[src/rtl/seg7_scan_driver_pkg.sv]
// seg7_pkg: shared constants and helpers for the seven-segment scan driver.
// Segment patterns are active-high (bit0=a ... bit6=g); pins invert them.
package seg7_pkg;

    localparam logic [6:0] SEG_0    = 7'h3F;
    localparam logic [6:0] SEG_1    = 7'h06;
    localparam logic [6:0] SEG_2    = 7'h5B;
    localparam logic [6:0] SEG_3    = 7'h4F;
    localparam logic [6:0] SEG_4    = 7'h66;
    localparam logic [6:0] SEG_5    = 7'h6D;
    localparam logic [6:0] SEG_6    = 7'h7D;
    localparam logic [6:0] SEG_7    = 7'h07;
    localparam logic [6:0] SEG_8    = 7'h7F;
    localparam logic [6:0] SEG_9    = 7'h67;
    localparam logic [6:0] SEG_DASH = 7'h40;
    localparam logic [6:0] SEG_OFF  = 7'h00;

    localparam logic [3:0] AN_OFF   = 4'b1111;

    // Index of a display digit; DIG0 is the rightmost digit.
    typedef enum logic [1:0] {
        DIG0 = 2'd0,
        DIG1 = 2'd1,
        DIG2 = 2'd2,
        DIG3 = 2'd3
    } digit_idx_t;

    // Extract the BCD nibble for one digit from the packed value.
    function automatic logic [3:0] digit_nibble(input logic [15:0] v, input digit_idx_t k);
        logic [3:0] n;
        case (k)
            DIG0: n = v[3:0];
            DIG1: n = v[7:4];
            DIG2: n = v[11:8];
            DIG3: n = v[15:12];
        endcase
        return n;
    endfunction

    // Active-low one-hot anode drive for one digit.
    function automatic logic [3:0] anode_for(input digit_idx_t k);
        return ~(4'b0001 << k);
    endfunction

endpackage

[src/rtl/seg7_scan_driver_if.sv]
// seg7_scan_driver_if: BCD input side and display pin side of the scan driver.
// master = the block feeding digits and watching the pins; slave = the driver.
interface seg7_scan_driver_if;

    logic [15:0] bcd_in;
    logic        load;
    logic        blank;
    logic [6:0]  seg_cat;
    logic [3:0]  seg_an;
    logic        frame_done;

    modport master (
        output bcd_in,
        output load,
        output blank,
        input  seg_cat,
        input  seg_an,
        input  frame_done
    );

    modport slave (
        input  bcd_in,
        input  load,
        input  blank,
        output seg_cat,
        output seg_an,
        output frame_done
    );

endinterface

[src/rtl/seg7_scan_driver_bcd_to_seg7.sv]
// bcd_to_seg7: combinational BCD nibble to active-low cathode pattern.
// Nibbles 10..15 are not valid BCD and are shown as a dash.
module bcd_to_seg7
    import seg7_pkg::*;
(
    input  logic [3:0] bcd_i,
    output logic [6:0] seg_cat_o
);

    logic [6:0] seg_on;

    // Look up the lit segments, then invert for the common-anode cathodes.
    always_comb begin
        seg_on = SEG_DASH;
        case (bcd_i)
            4'd0:    seg_on = SEG_0;
            4'd1:    seg_on = SEG_1;
            4'd2:    seg_on = SEG_2;
            4'd3:    seg_on = SEG_3;
            4'd4:    seg_on = SEG_4;
            4'd5:    seg_on = SEG_5;
            4'd6:    seg_on = SEG_6;
            4'd7:    seg_on = SEG_7;
            4'd8:    seg_on = SEG_8;
            4'd9:    seg_on = SEG_9;
            default: seg_on = SEG_DASH;
        endcase
        seg_cat_o = ~seg_on;
    end

endmodule

[src/rtl/seg7_scan_driver.sv]
// seg7_scan_driver: snapshots a packed 4-digit BCD value on a load strobe and
// scans it one-hot across a 4-digit common-anode display, DIGIT_TICKS cycles
// per digit. Pin outputs are registered and change only on slot boundaries.
// Optional build macro SEG7_LEADING_ZERO_BLANK_EN: darken leading zero digits
// (digit0 always stays lit).
module seg7_scan_driver
    import seg7_pkg::*;
#(
    parameter int unsigned DIGIT_TICKS = 100000,
    parameter int unsigned CNT_W       = 17
) (
    input  logic              clk,
    input  logic              rst,
    seg7_scan_driver_if.slave bus
);

    localparam logic [CNT_W-1:0] TICK_LAST = CNT_W'(DIGIT_TICKS - 1);

    logic [15:0]      snap_q,       snap_d;
    logic [CNT_W-1:0] tick_cnt_q,   tick_cnt_d;
    digit_idx_t       sel_q,        sel_d;
    logic             started_q,    started_d;
    logic [6:0]       seg_cat_q,    seg_cat_d;
    logic [3:0]       seg_an_q,     seg_an_d;
    logic             frame_done_q, frame_done_d;

    logic             tick;
    logic [3:0]       cur_nibble;
    logic [6:0]       dec_cat;
    logic             digit_dark;

    assign tick = (tick_cnt_q == TICK_LAST);

    // Nibble of the digit that the next slot will show.
    always_comb begin
        cur_nibble = digit_nibble(snap_q, sel_q);
    end

    bcd_to_seg7 u_dec (
        .bcd_i     (cur_nibble),
        .seg_cat_o (dec_cat)
    );

`ifdef SEG7_LEADING_ZERO_BLANK_EN
    // A digit is a leading zero when it and every digit to its left are 0.
    always_comb begin
        digit_dark = 1'b0;
        case (sel_q)
            DIG3:    digit_dark = (snap_q[15:12] == 4'd0);
            DIG2:    digit_dark = (snap_q[15:8]  == 8'd0);
            DIG1:    digit_dark = (snap_q[15:4]  == 12'd0);
            default: digit_dark = 1'b0;
        endcase
    end
`else
    assign digit_dark = 1'b0;
`endif

    // Next-state: sel_q names the slot lit on the coming tick; frame_done marks
    // the return to digit0 after digit3, so the first slot after reset (which
    // has no preceding digit3 slot) does not pulse it.
    always_comb begin
        snap_d       = bus.load ? bus.bcd_in : snap_q;
        tick_cnt_d   = tick ? '0 : tick_cnt_q + CNT_W'(1);
        sel_d        = sel_q;
        started_d    = started_q;
        seg_cat_d    = seg_cat_q;
        seg_an_d     = seg_an_q;
        frame_done_d = 1'b0;
        if (tick) begin
            sel_d        = digit_idx_t'(sel_q + 2'd1);
            started_d    = 1'b1;
            seg_cat_d    = dec_cat;
            seg_an_d     = (bus.blank || digit_dark) ? AN_OFF : anode_for(sel_q);
            frame_done_d = started_q && (sel_q == DIG0);
        end
    end

    // State and output registers; reset darkens the display and restarts the scan.
    always_ff @(posedge clk) begin
        if (rst) begin
            snap_q       <= '0;
            tick_cnt_q   <= '0;
            sel_q        <= DIG0;
            started_q    <= 1'b0;
            seg_cat_q    <= ~SEG_OFF;
            seg_an_q     <= AN_OFF;
            frame_done_q <= 1'b0;
        end else begin
            snap_q       <= snap_d;
            tick_cnt_q   <= tick_cnt_d;
            sel_q        <= sel_d;
            started_q    <= started_d;
            seg_cat_q    <= seg_cat_d;
            seg_an_q     <= seg_an_d;
            frame_done_q <= frame_done_d;
        end
    end

    assign bus.seg_cat    = seg_cat_q;
    assign bus.seg_an     = seg_an_q;
    assign bus.frame_done = frame_done_q;

endmodule

[src/flat_wrapper.sv]
// flat-port wrapper written by rule: the top's interface ports become plain ports
module seg7_scan_driver_flat import seg7_pkg::*;
#(
    parameter int unsigned DIGIT_TICKS = 100000,
    parameter int unsigned CNT_W       = 17
)
  (clk, rst, bus_bcd_in, bus_load, bus_blank, bus_seg_cat, bus_seg_an, bus_frame_done);
  seg7_scan_driver_if bus_i ();
  input  logic clk;
  input  logic rst;
  input wire logic [$bits(bus_i.bcd_in)-1:0] bus_bcd_in;
  input wire logic [$bits(bus_i.load)-1:0] bus_load;
  input wire logic [$bits(bus_i.blank)-1:0] bus_blank;
  output wire logic [$bits(bus_i.seg_cat)-1:0] bus_seg_cat;
  output wire logic [$bits(bus_i.seg_an)-1:0] bus_seg_an;
  output wire logic [$bits(bus_i.frame_done)-1:0] bus_frame_done;
  assign bus_i.bcd_in = bus_bcd_in;
  assign bus_i.load = bus_load;
  assign bus_i.blank = bus_blank;
  assign bus_seg_cat = bus_i.seg_cat;
  assign bus_seg_an = bus_i.seg_an;
  assign bus_frame_done = bus_i.frame_done;
  seg7_scan_driver #(.DIGIT_TICKS(DIGIT_TICKS), .CNT_W(CNT_W)) u_core (.clk(clk), .rst(rst), .bus(bus_i));
endmodule
[config.mk]
export PLATFORM = sky130hd
export DESIGN_NAME = seg7_scan_driver_flat
export DESIGN_NICKNAME = d
export VERILOG_FILES = /design/src/rtl/seg7_scan_driver_pkg.sv /design/src/rtl/seg7_scan_driver_if.sv /design/src/rtl/seg7_scan_driver_bcd_to_seg7.sv /design/src/rtl/seg7_scan_driver.sv /design/src/flat_wrapper.sv
export SDC_FILE = /design/constraint.sdc
export NUM_CORES = 1
export LEC_CHECK = 0
export ABC_CLOCK_PERIOD_IN_PS = 6000
export CORE_MARGIN = 8
export CORE_UTILIZATION = 40
export CTS_CLUSTER_SIZE = 24
export DETAILED_ROUTE_END_ITERATION = 7
export HOLD_SLACK_MARGIN = 0.12
export PLACE_DENSITY = 0.71
export REMOVE_ABC_BUFFERS = 1
export SLEW_MARGIN = 20
export SYNTH_ARGS = -nofsm -noshare
export SYNTH_HDL_FRONTEND = slang
export SYNTH_HIERARCHICAL = 1
export SYNTH_SLANG_ARGS = --single-unit
[constraint.sdc]
create_clock -name clk -period 6 [get_ports clk]
set_clock_uncertainty 0.2 [all_clocks]
set_input_delay 1.2 -clock clk [delete_from_list [all_inputs] [get_ports clk]]
set_output_delay 1.2 -clock clk [all_outputs]
set_load 0.01 [all_outputs]
==> impl_summary.md, run 1 <==
Timing
Setup repair after global routing left no endpoint under its margin. The time the worst path needs with I/O delays and setup is 2.79 ns. After layout, the worst setup slack is approximately 3.2 ns. The slew at the pin closest to its max-slew limit is about 0.93 ns. Setup violations remaining at the end of the flow were counted as 0.

Across all hold checks on the routed design, the worst slack comes to between 0.2 and 0.25 ns. The max-slew headroom at the worst pin is 0.377. The highest clock rate is ~360 MHz. For the final routed database, the setup TNS stands at 0 ns. The final clock period utilization by the worst path is 0.466. The max-slew violation count is 0.

The final number of hold-violating endpoints is 0.

Clocking
The number of clock buffers added by TritonCTS is 5. The clock passes through at most 2 buffers. The total number of H-tree levels is 2. The clock slew at the register clock pins of the worst setup and hold paths is about 0.090 ns. For the worst-skew pair, the clock arrives at the later sink with an insertion delay of 0.30 ns. TritonCTS built the clock tree. The root cell of the clock tree is clkbuf_8.

The number of gates resized after CTS was 0. In this run the post-CTS setup repair buffer count came out at 0. The number of hold buffers added after CTS was 0. CTS saw 48 sinks.

Worst setup path
The register-to-register setup slack is 3.21 ns. The most critical setup path has its endpoint at u_core/bus.seg_cat[3]. The launch point of the critical path is u_core/sel_q[0].

The data arrival time of the critical path is ~2.8 ns. The cell family with the largest share of critical-path delay is adder cells. The worst-path maximum fanout is 6. The critical path in this run is classified as register to register. The endpoint of the worst-slack reg-to-reg timing path is u_core/bus.seg_cat[3]. The endpoint type of the worst setup path is a register. The largest individual stage delay along the critical path comes from the cell mux2i_1. The worst register-to-register path begins at u_core/sel_q[0]. The peak per-stage delay on the critical path is 0.47 ns. The cell that appears most often on the critical path is inv_1. The critical path crosses 11 cells after its start point. The number of buffers and inverters on the critical path is 4. The worst register-to-register path has a depth of 11. The worst setup path is launched from a register. Walking the worst path, the cells encountered are inv_1 -> ha_1 -> mux2i_1 -> inv_1 -> ha_1 -> inv_1 -> o21ai_0 -> o21ai_1 -> inv_1 -> nor2_1 -> a211o_1.

The worst endpoint required time is 5.98 ns.

Cells and area
The repair_antennas step left the layout with diodes totalling 0. Leaving out fill and tap cells, the most frequent cells in the layout are 48 x dfxtp_1, 44 x nor2_1, 31 x clkdlybuf4s50_1, 23 x inv_1, 20 x mux2i_1. After the last flow step, the layout net total stands at 310.

Fill cells in the final layout number roughly 500. The share of post-route cells with drive strength above 1 is 0.0607. The signed area change from the synthesized netlist to the final layout is 21.3%.

The final non-filler cell total is between 300 and 400. The leading cell type in the layout, fill and taps excluded is dfxtp_1.

Logic synthesis
The synthesized area per cell is 9.05 sq um. The complex-gate fraction of the synthesized area is 0.106. The proportion of synthesized flip-flops having asynchronous set or reset is 0. The xor and xnor fraction of the mapped netlist area is 0.0538. The number of synthesized flops with an enable pin is 0. The number of unique standard cell types used by synthesis is 37. After synthesis the netlist holds a flip-flop and latch count of 48. By area, the combinational part of the netlist is dominated by simple AND/OR/NAND/NOR gates. The number of cells produced by synthesis is 252. During synthesis, Yosys emitted a total of 6 warnings. After synthesis, the share of cell area in mux cells is 0.0922. After synthesis the cells add up to roughly 2300 sq um. Among all flip-flop cells after synthesis, the most frequent one is dfxtp_1.

Of the total synthesized cell area, the portion taken by AND, OR, NAND and NOR gates is 0.201. The adder and majority cell fraction of the synthesized area is 0.0603. The sequential share of the synthesized area is 0.421.

Detailed routing
In this run the remaining antenna-violating nets after routing total 0. The first detailed-routing pass took 4 iterations. In the detailed route, the total length drawn on met2 is 2.17 mm. The detailed router put a total of between 2 and 2.5 mm of wire on met1. The number of vias per cell is just over 5. The highest routed metal layer is met4. The final wirelength is around 4.5 mm. The met3 wire length is about 230 microns.

The overall via count from detail_route is 1774. In the routed design, unresolved DRC markers number 0. For this block, the initial DRC count from the detailed router was ~110. The wire length per cell after detailed routing is 12.8 microns.

Min path
The path class of the tightest hold or removal check is register to register.

Floorplanning
The total die area is about 8400 sq um. The placeable core region is approximately 5500 sq um. The top-level I/O count is 32. The initial cell density of the core is 0.414. The floorplan step set the die width to ~92 microns.

Row generation in the floorplan step produced 27 rows. The floorplan step set the die height to between 90 and 100 microns.

GRT
The number of global-route vias before repair was about 1700. After global routing the overflow that remains totals 0. In the global route stage, overall resource usage came out at 0.109.

Entering global routing, the biggest net connects 35 pins. The initial antenna violation count is 0. The first-pass GRT wire length is approximately 7.7 mm.

Run status
The run finished with clean final reports.

Placed design
Before CTS, the worst setup slack after placement is 3.05 ns. The number of port buffers is 31. In this run, placement finished with an instance count of ~340. At the end of routability-driven placement, the weighted congestion stood at 0.815. The HPWL after detailed placement is approximately 3.1 mm.

Flow run
Max-cap violations in this run came to 0.

Power and ir drop
The largest vdd supply drop is 0.120 mV. The power consumption is approximately 660 uW. In this run the power density over the cells is ~240 nW/um^2. The static leakage is about 1.1 nW.
==> through the flow <==
step / instance area (sq um) / utilization
after detailed placement: 2630 / 0.477
final: 2770 / 0.502
after global routing: 2770 / 0.502
after floorplan: 2220 / -
after global placement: 2630 / 0.477
after CTS: 2760 / 0.502
==> layout make-up <==
type                            count  area [sq um]  area share
Sequential cell                    48           961       0.347
Multi-Input combinational cell    169          1170       0.424
Inverter                           23          86.3      0.0312
Clock buffer                        5          68.8      0.0249
Timing Repair Buffer               32           318       0.115
Tap cell                           72          90.1      0.0326
Clock inverter                      3          68.8      0.0249
==> report_power, final <==
group          switching (mW)  total, mW  leakage (nW)  internal, mW
logic                  0.0270     0.0544         0.620        0.0274
clock network           0.109      0.277        0.0687         0.168
registers             0.00536      0.332         0.391         0.326
total                   0.141      0.663          1.08         0.521
==> flip-flops by register name, indices dropped and copies added (netlist names) <==
register / cells
u_core/sel_q: 2
u_core/started_q: 1
u_core/tick_cnt_q: 17
u_core/bus.seg_an: 4
u_core/bus.seg_cat: 7
u_core/snap_q: 16
u_core/bus.frame_done: 1
==> tightest hold or removal path, delay by kind of cell, from the launching register on <==
kind,cells,cell delay (ns)
flip-flops,1,0.32
AND/OR/NAND/NOR,2,0.09
==> logic make-up (layout without fill, tap and decap cells) <==
family / Yosys count / after routing
AO/OA/AOI/OAI: 34 / 34
XOR/XNOR: 14 / 14
AND/OR/NAND/NOR: 89 / 89
adder cells (fa/ha/maj): 11 / 11
flip-flops: 48 / 48
buffers and inverters: 35 / 63
multiplexers: 21 / 21
==> Yosys cell counts, types with 2 or more instances <==
cell type	count	share of area
nor2b_1	5	0.014
dfxtp_1	48	0.42
a222oi_1	4	0.018
a211o_1	7	0.027
nand4_1	3	0.0082
nor2_1	44	0.072
ha_1	11	0.060
nor3b_1	4	0.013
nand3_1	7	0.015
buf_2	3	0.0066
a21oi_1	6	0.013
mux2i_1	21	0.092
or4_1	2	0.0066
clkbuf_1	7	0.012
nor3_1	3	0.0066
o21ai_1	3	0.0066
o21ai_2	2	0.0077
o21bai_1	4	0.013
inv_1	23	0.038
xnor2_1	10	0.038
xor2_1	4	0.015
nand2b_1	2	0.0055
o21ai_0	5	0.011
nor4_1	5	0.014
nand3_2	2	0.0088
nand2_1	5	0.0082
buf_6	2	0.0099
==> per-layer routing <==
layer	vias to the layer above	track usage
met1	828	0.125
met2	32	0.185
met3	2	0.0337
met5	-	0
met4	0	0.0368
li1	912	-
==> how the worst min path moves through the flow <==
stage          cells after the start              from               endpoint
4_1_cts                            2  u_core/started_q  u_core/bus.frame_done
5_1_grt                            2  u_core/started_q  u_core/bus.frame_done
2_1_floorplan                      2  u_core/started_q  u_core/bus.frame_done
6_report                           2  u_core/started_q  u_core/bus.frame_done
3_5_place_dp                       2  u_core/started_q  u_core/bus.frame_done
3_3_place_gp                       2  u_core/started_q  u_core/bus.frame_done
Power figures use the tool's default switching activity.
==> run 2, diff against run 1 <==
Settings changed: ABC_CLOCK_PERIOD_IN_PS 6000 to 2700.
Clock period 6 ns to 2.7 ns, I/O delays scaled along.
==> run 2 against run 1 <==
Cell count up 1.7%. Fmax up 11%. Routed wire length increased by 0.29%. Utilization up 0.55 points. Die area unchanged.
==> impl_summary.md, run 2 (synthesized netlist as in run 1, its figures left out) <==
Run status
The flow ran to the end, and the final reports show no timing, DRC or antenna violations.

Cells and area
The diode insertion count for antenna repair is 0. The register with the most flip-flops in the layout has 17 of them. Of the cells placed in the final design, the portion with a size suffix greater than 1 is 0.0979. The net count of the finished layout is roughly 320. In the layout the commonest cells are 47 x dfxtp_1, 44 x nor2_1, 31 x clkdlybuf4s50_1, 22 x inv_1, 18 x mux2i_1.

The signed area change from the synthesized netlist to the final layout is 22.6%. The most flop-heavy register is u_core/tick_cnt_q. The number of filler instances in the final layout is 530. The leading cell type in the layout, fill and taps excluded is dfxtp_1.

Detailed routing
For this run, design rule violations remaining after detail routing come to 0. The overall via count from detail_route is 1767. Once detail routing completed, the nets flagged for antenna violations numbered 0.

The pre-antenna-repair detailed-routing pass consisted of 4 iterations. The wire length per cell after detailed routing is about 13 microns. After detailed routing, the total wire length is around 4.5 mm. Dividing the detail-routed via count by the number of cells gives approximately 4.9. The DRC violation total after the first TritonRoute iteration is roughly 110.

Timing
The final number of hold-violating endpoints came to 0. Setup repair after global routing left no endpoint under its margin. The slew at the pin closest to its max-slew limit is about 0.55 ns.

The max-slew headroom at the worst pin is 0.636. Based on the critical path, the design can be clocked at up to 397 MHz. The number of setup violations in the final report is 0. The time the worst path needs with I/O delays and setup is 2.52 ns.

The accumulated negative setup slack is 0 ns. The final clock period utilization by the worst path is 0.933. On the final layout, the worst hold slack is ~0.26 ns. The max-slew violation count is 0.

Worst setup path
The data arrival time of the critical path is around 2.5 ns. The path type of the worst setup path is register to register. The worst setup path is launched from a register. Data on the critical path is required at its endpoint by between 2 and 3 ns.

In this run the worst path has a maximum fanout of 5. The number of cells on the worst reg-to-reg path is 12. The worst setup path is captured at a register.

Clocking
Clock tree synthesis inserted a total of 5 buffers. Clock-pin slew was measured on the worst setup and hold paths at ~0.090 ns. The root buffer cell chosen for the clock tree is clkbuf_8. The number of buffers on the longest clock path is 2. For the worst-skew pair, the clock arrives at the later sink with an insertion delay of a little under 0.3 ns. The H-tree was split into 2 levels. The tree built by TritonCTS fans out to 48 sinks. TritonCTS built the clock tree.

Floorplanning
32 I/O pins were placed. The placement row count is 27. The vertical die dimension is roughly 92 microns. The die is slightly above 90 microns wide. For this configuration, the core starts out at a cell density of 0.414. The floorplan step defined a die boundary enclosing approximately 8400 sq um. After floorplanning, the core was sized to cover between 5000 and 6000 sq um.

GRT
The number of global-route vias before repair is approximately 1700. The largest net degree at the start of global routing is 34. Global routing finished with a remaining overflow of 0.

The initial antenna violation count is 0. The first-pass GRT wire length is 7.78 mm. The total global-route track usage is 0.111.

Placed design
At the end of routability-driven placement, the weighted congestion stood at 0.822. During placement, the flow inserted port buffers numbering 31. After legalization and detailed placement, the total HPWL measured between 3 and 4 mm.

Power and ir drop
The static leakage is roughly 1.1 nW. The worst-case IR drop observed on VDD is 0.304 mV. The ratio of total power to cell area is approximately 490 nW/um^2.

Min path
The worst hold path depth is 2. The worst hold path belongs to the class register to register.

Flow run
The tool flagged a number of max-cap violations equal to 0.
-- run 2: final cells by class --
cell class | instances | area [sq um] | area share
clock buffer | 5 | 68.8 | 0.0246
clock inverter | 3 | 42.5 | 0.0152
inverter | 23 | 86.3 | 0.0309
multi-input combinational | 169 | 1180 | 0.423
sequential | 48 | 962 | 0.344
tap | 72 | 90.1 | 0.0322
timing repair buffer | 38 | 363 | 0.130
-- run 2: timing repair --
action,4_1_cts,5_1_grt
resized for setup,0,6
setup buffers,0,2
hold buffers,0,0
hold endpoints to repair,0,0
setup endpoints to repair,0,5
-- run 2: path summary, 6_finish.rpt --
kind	from	endpoint	slack (ns)
max reg2reg	u_core/sel_q[0]	u_core/bus.seg_cat[5]	0.18
max	u_core/sel_q[0]	u_core/bus.seg_cat[5]	0.18
min	u_core/started_q	u_core/bus.frame_done	0.26
min reg2reg	u_core/started_q	u_core/bus.frame_done	0.26
-- run 2: routing by layer --
metal | GRT usage | up-vias | wire length [microns]
li1 | - | 929 | -
met1 | 0.120 | 810 | 2080
met2 | 0.200 | 24 | 2210
met3 | 0.0354 | 4 | 182
met4 | 0.0327 | 0 | 34
met5 | 0 | - | 0
-- run 2: per-stage QoR --
step           instances  cell area [sq um]  utilization  power [mW]  setup slack (ns)
3_3_place_gp         348               2660        0.482       0.875             0.201
2_1_floorplan        240               2220            -       0.816             0.254
3_5_place_dp         348               2660        0.482       0.877            0.0580
5_1_grt              358               2800        0.508        1.43            0.0194
6_report             358               2800        0.508        1.37             0.182
4_1_cts              356               2770        0.502        1.39            0.0301
-- run 2: critical path, cell delays in order, from the launching register on --
cell	delay (ns)
dfxtp_2	0.35
inv_1	0.10
ha_2	0.23
a222oi_1	0.43
mux2i_2	0.20
inv_2	0.12
ha_1	0.19
inv_1	0.06
o21ai_2	0.10
o21ai_1	0.06
inv_1	0.07
nor2_1	0.04
a211o_1	0.26
-- run 2: where the power goes --
part | total [mW] | switching [mW] | internal (mW) | leakage (nW)
Combinational | 0.126 | 0.0612 | 0.0649 | 0.637
Sequential | 0.738 | 0.0123 | 0.725 | 0.391
Clock | 0.506 | 0.232 | 0.274 | 0.0541
==> run 3, diff against run 2 <==
Settings changed: REMOVE_ABC_BUFFERS 1 to unset, SYNTH_HIERARCHICAL 1 to unset.
==> run 3 against run 2 <==
Fmax is 3.8% higher. Synthesized cell count fell by 5.2%. Worst setup slack improved by 0.092 ns. Non-clock buffer count grew 1. Routed wire length up 0.42%. Via count is 2.4% lower. Largest power group unchanged. Total power decreased by 9.1%. Sequential share of layout area is 0.74 points higher.
==> impl_summary.md, run 3 <==
Power and ir drop
The ratio of total power to cell area is around 460 nW/um^2. The portion of total power attributed to combinational logic is 0.090. The switching power total is 282 uW. Internal power comes to approximately 960 uW.

Of the total power, the clock network draws 0.317. The power consumption is ~1.2 mW. Of the total power, registers draw 0.593.

The static leakage is roughly 1.1 nW. The switching share of total power is 0.227. The largest vdd supply drop is roughly 0.33 mV.

Cells and area
In the final design database the tool counted 306 nets. The number of filler instances in the final layout is 520. The area growth from synthesis to layout is 22.1%. The share of post-route cells with drive strength above 1 is 0.0909. The diode insertion count for antenna repair is 0. Leaving out fill and tap cells, the most frequent cell in the layout is dfxtp_1. The finished layout holds ~350 standard cells, fillers aside. Measured on the finished design, the core utilization comes to 0.500. The top cell types in the final layout, fill and taps aside, are 48 x dfxtp_1, 46 x nor2_1, 31 x clkdlybuf4s50_1, 18 x mux2i_1, 13 x nand2_1. The register with the most flip-flops in the layout has 17 of them. The most flop-heavy register is u_core.tick_cnt_q.

Timing
The max-slew violation count is 0. Timing would allow up to just over 400 MHz. Setup repair after global routing left no endpoint under its margin. The accumulated negative setup slack is 0 ns.

In the finished design, the share of the clock period the worst path needs comes to 0.898. Setup violations remaining at the end of the flow were counted as 0. The final number of hold-violating endpoints came to 0. The max-slew headroom at the worst pin is 0.597. For the pin with the worst max-slew slack, the measured transition is roughly 0.60 ns.

The time the worst path needs with I/O delays and setup is around 2.4 ns.

Logic synthesis
The number of cells produced by synthesis is around 240. In the synthesized netlist, the cells that appear most often are 48 x dfxtp_1, 46 x nor2_1, 19 x mux2i_1, 13 x nand2_1, 12 x xor2_1. The proportion of synthesized flip-flops having asynchronous set or reset is 0. Ranked by total cell area, the synthesized netlist is headed by dfxtp_1 43%, mux2i_1 8.5%, nor2_1 7.7%. Counting every net in the synthesized netlist gives 270. The most used flip-flop cell after synthesis is dfxtp_1.

The share of synthesized area in the top cell type comes to 0.429. The number of synthesized flops with an enable pin is 0. Synthesis inferred 48 register bits. The share of the Yosys chip area taken by registers is 0.429. The synthesized netlist occupies a cell area of 2240 sq um.

The Yosys warning count is 0. The synthesized area per cell is ~9.4 sq um. The number of unique standard cell types used by synthesis is between 40 and 50.

The library cell with the largest summed area after synthesis is dfxtp_1. The most used standard cell by instance count after synthesis is dfxtp_1.

Clocking
The clock slew at the register clock pins of the worst setup and hold paths is approximately 0.080 ns. Counting the buffers created by CTS gives 5. The number of buffers on the longest clock path is 2. The tree is rooted in a clkbuf_8. The CTS tree is yes. CTS built an H-tree with a depth of 2.

The clock drives between 40 and 50 sinks. The worst-skew pair later-pin latency is 0.29 ns.

Detailed routing
The DRC violation total after the first TritonRoute iteration is 78. The routed design has 4.53 mm of wire. The wire length per cell after detailed routing is ~13 microns.

The post-route antenna net violation count is 0. Dividing the detail-routed via count by the number of cells gives roughly 5.0. The first detailed-routing pass ran for 4 iterations. The routed layout has ~1700 vias.

For this run, design rule violations remaining after detail routing come to 0.

Placed design
The post-DP HPWL is ~3.5 mm. The count of buffers added on input and output ports is 31. The routability congestion estimate from global placement is around 0.8. The post-placement cell count is about 340.

GRT
Entering global routing, the biggest net connects 18 pins. The first global-routing pass estimated roughly 7.7 mm of wire. The total global-route track usage is 0.111. The number of global-route vias before repair is 1661. The global route total overflow is 0. The initial antenna violation count is 0.

Run status
The run finished with clean final reports.

Worst setup path
The slowest cell on the critical path is dfxtp_1. The peak per-stage delay on the critical path is slightly below 0.4 ns. The worst-path maximum fanout is 5. The critical path is of the register to register type. The number of buffers and inverters on the critical path is 2.

The worst setup path is launched from a register. Walking the worst path, the cells encountered are inv_1 -> ha_1 -> a22oi_1 -> nand2_1 -> mux2i_1 -> inv_1 -> ha_1 -> nand2b_1 -> a311oi_1 -> a211o_1. Among cell families on the critical path, the largest total delay comes from compound AO/OA/AOI/OAI gates. STA classifies the critical path endpoint as a register.

The worst endpoint required time is ~2.7 ns. STA puts the critical path data arrival time at 2.41 ns.

Floorplanning
The initial utilization of the core area, before any placement, comes to 0.409. In this run the core area contains 27 standard-cell rows. The die covers 8250 sq um. The top-level I/O count is 32. The die is between 90 and 100 microns wide.

The total area inside the core boundary comes to around 5500 sq um. The vertical die dimension is ~91 microns.

Flow run
The number of max-cap violations is 0.

Min path
The path type of the worst min-delay path is register to register.
==> run 3: changes by cell type after synthesis, sizes merged, moves of 5 or more <==
| cell | before | now |
|---|---|---|
| a211o | 7 | 2 |
| inv | 23 | 9 |
| nand2 | 5 | 13 |
| o21ai | 10 | 5 |
| xnor2 | 10 | 3 |
| xor2 | 4 | 12 |
==> run 3: per-layer routing <==
layer  track usage  up-vias  share of wire
li1              -      892              -
met1         0.133      806           0.47
met2         0.186       25           0.48
met3        0.0291        2          0.039
met4        0.0382        0         0.0079
met5             0        -              0
==> run 3: cell families (layout without fill, tap and decap cells) <==
| group | count (synthesis) | count (layout) | synth area share |
|---|---|---|---|
| fa+ha+maj | 11 | 11 | 0.0615 |
| simple gates | 97 | 97 | 0.224 |
| compound gates | 29 | 29 | 0.101 |
| flops | 48 | 48 | 0.429 |
| xor+xnor | 15 | 15 | 0.0587 |
| mux | 20 | 20 | 0.0899 |
| buf+inv | 19 | 55 | 0.0363 |
==> run 3: path summary, 6_finish.rpt <==
path	to	startpoint	slack, ns	depth (start not counted)
max	u_core.bus.seg_cat[0]	u_core.sel_q[0]	0.27	10
min	u_core.tick_cnt_q[0]	u_core.tick_cnt_q[0]	0.27	1
max reg2reg	u_core.bus.seg_cat[0]	u_core.sel_q[0]	0.27	10
min reg2reg	u_core.tick_cnt_q[0]	u_core.tick_cnt_q[0]	0.27	1
==> run 3: through the flow <==
step	hold slack (ns)	area [sq um]	setup WS [ns]
finish	0.269	2730	0.275
global route	0.304	2730	0.0292
CTS	0.275	2720	0.122
detailed placement	0.256	2650	0.144
global placement	0.247	2650	0.231
floorplan	0.230	2240	0.357
==> run 3: timing repair <==
| item | in CTS | in global routing |
|---|---|---|
| setup buffers | 0 | 1 |
| setup endpoints to repair | 0 | 2 |
| hold buffers | 0 | 0 |
| gates resized for setup | 0 | 1 |
==> run 3: area by class of cell <==
class / count / area [sq um] / area share
well taps: 72 / 90.1 / 0.0330
multi-input cells: 172 / 1200 / 0.439
clock inverters: 1 / 5.00 / 0.00183
repair buffers: 39 / 370 / 0.135
flip-flops and latches: 48 / 961 / 0.351
inverters: 9 / 33.8 / 0.0124
clock buffers: 6 / 72.6 / 0.0265
==> run 3: worst register-to-register path, stage by stage (launching register included) <==
cell	delay [ns]
dfxtp_1	0.39
inv_1	0.10
ha_1	0.27
a22oi_1	0.21
nand2_1	0.09
mux2i_1	0.28
inv_1	0.11
ha_1	0.21
nand2b_1	0.09
a311oi_1	0.09
a211o_1	0.27
==> run 3: power groups by stage <==
stage | clock network [mW] | logic [mW] | registers (mW)
3_3_place_gp | 0 | 0.110 | 0.754
3_5_place_dp | 0 | 0.112 | 0.754
4_1_cts | 0.410 | 0.113 | 0.737
2_1_floorplan | 0 | 0.0666 | 0.750
5_1_grt | 0.430 | 0.124 | 0.740
6_report | 0.394 | 0.112 | 0.737
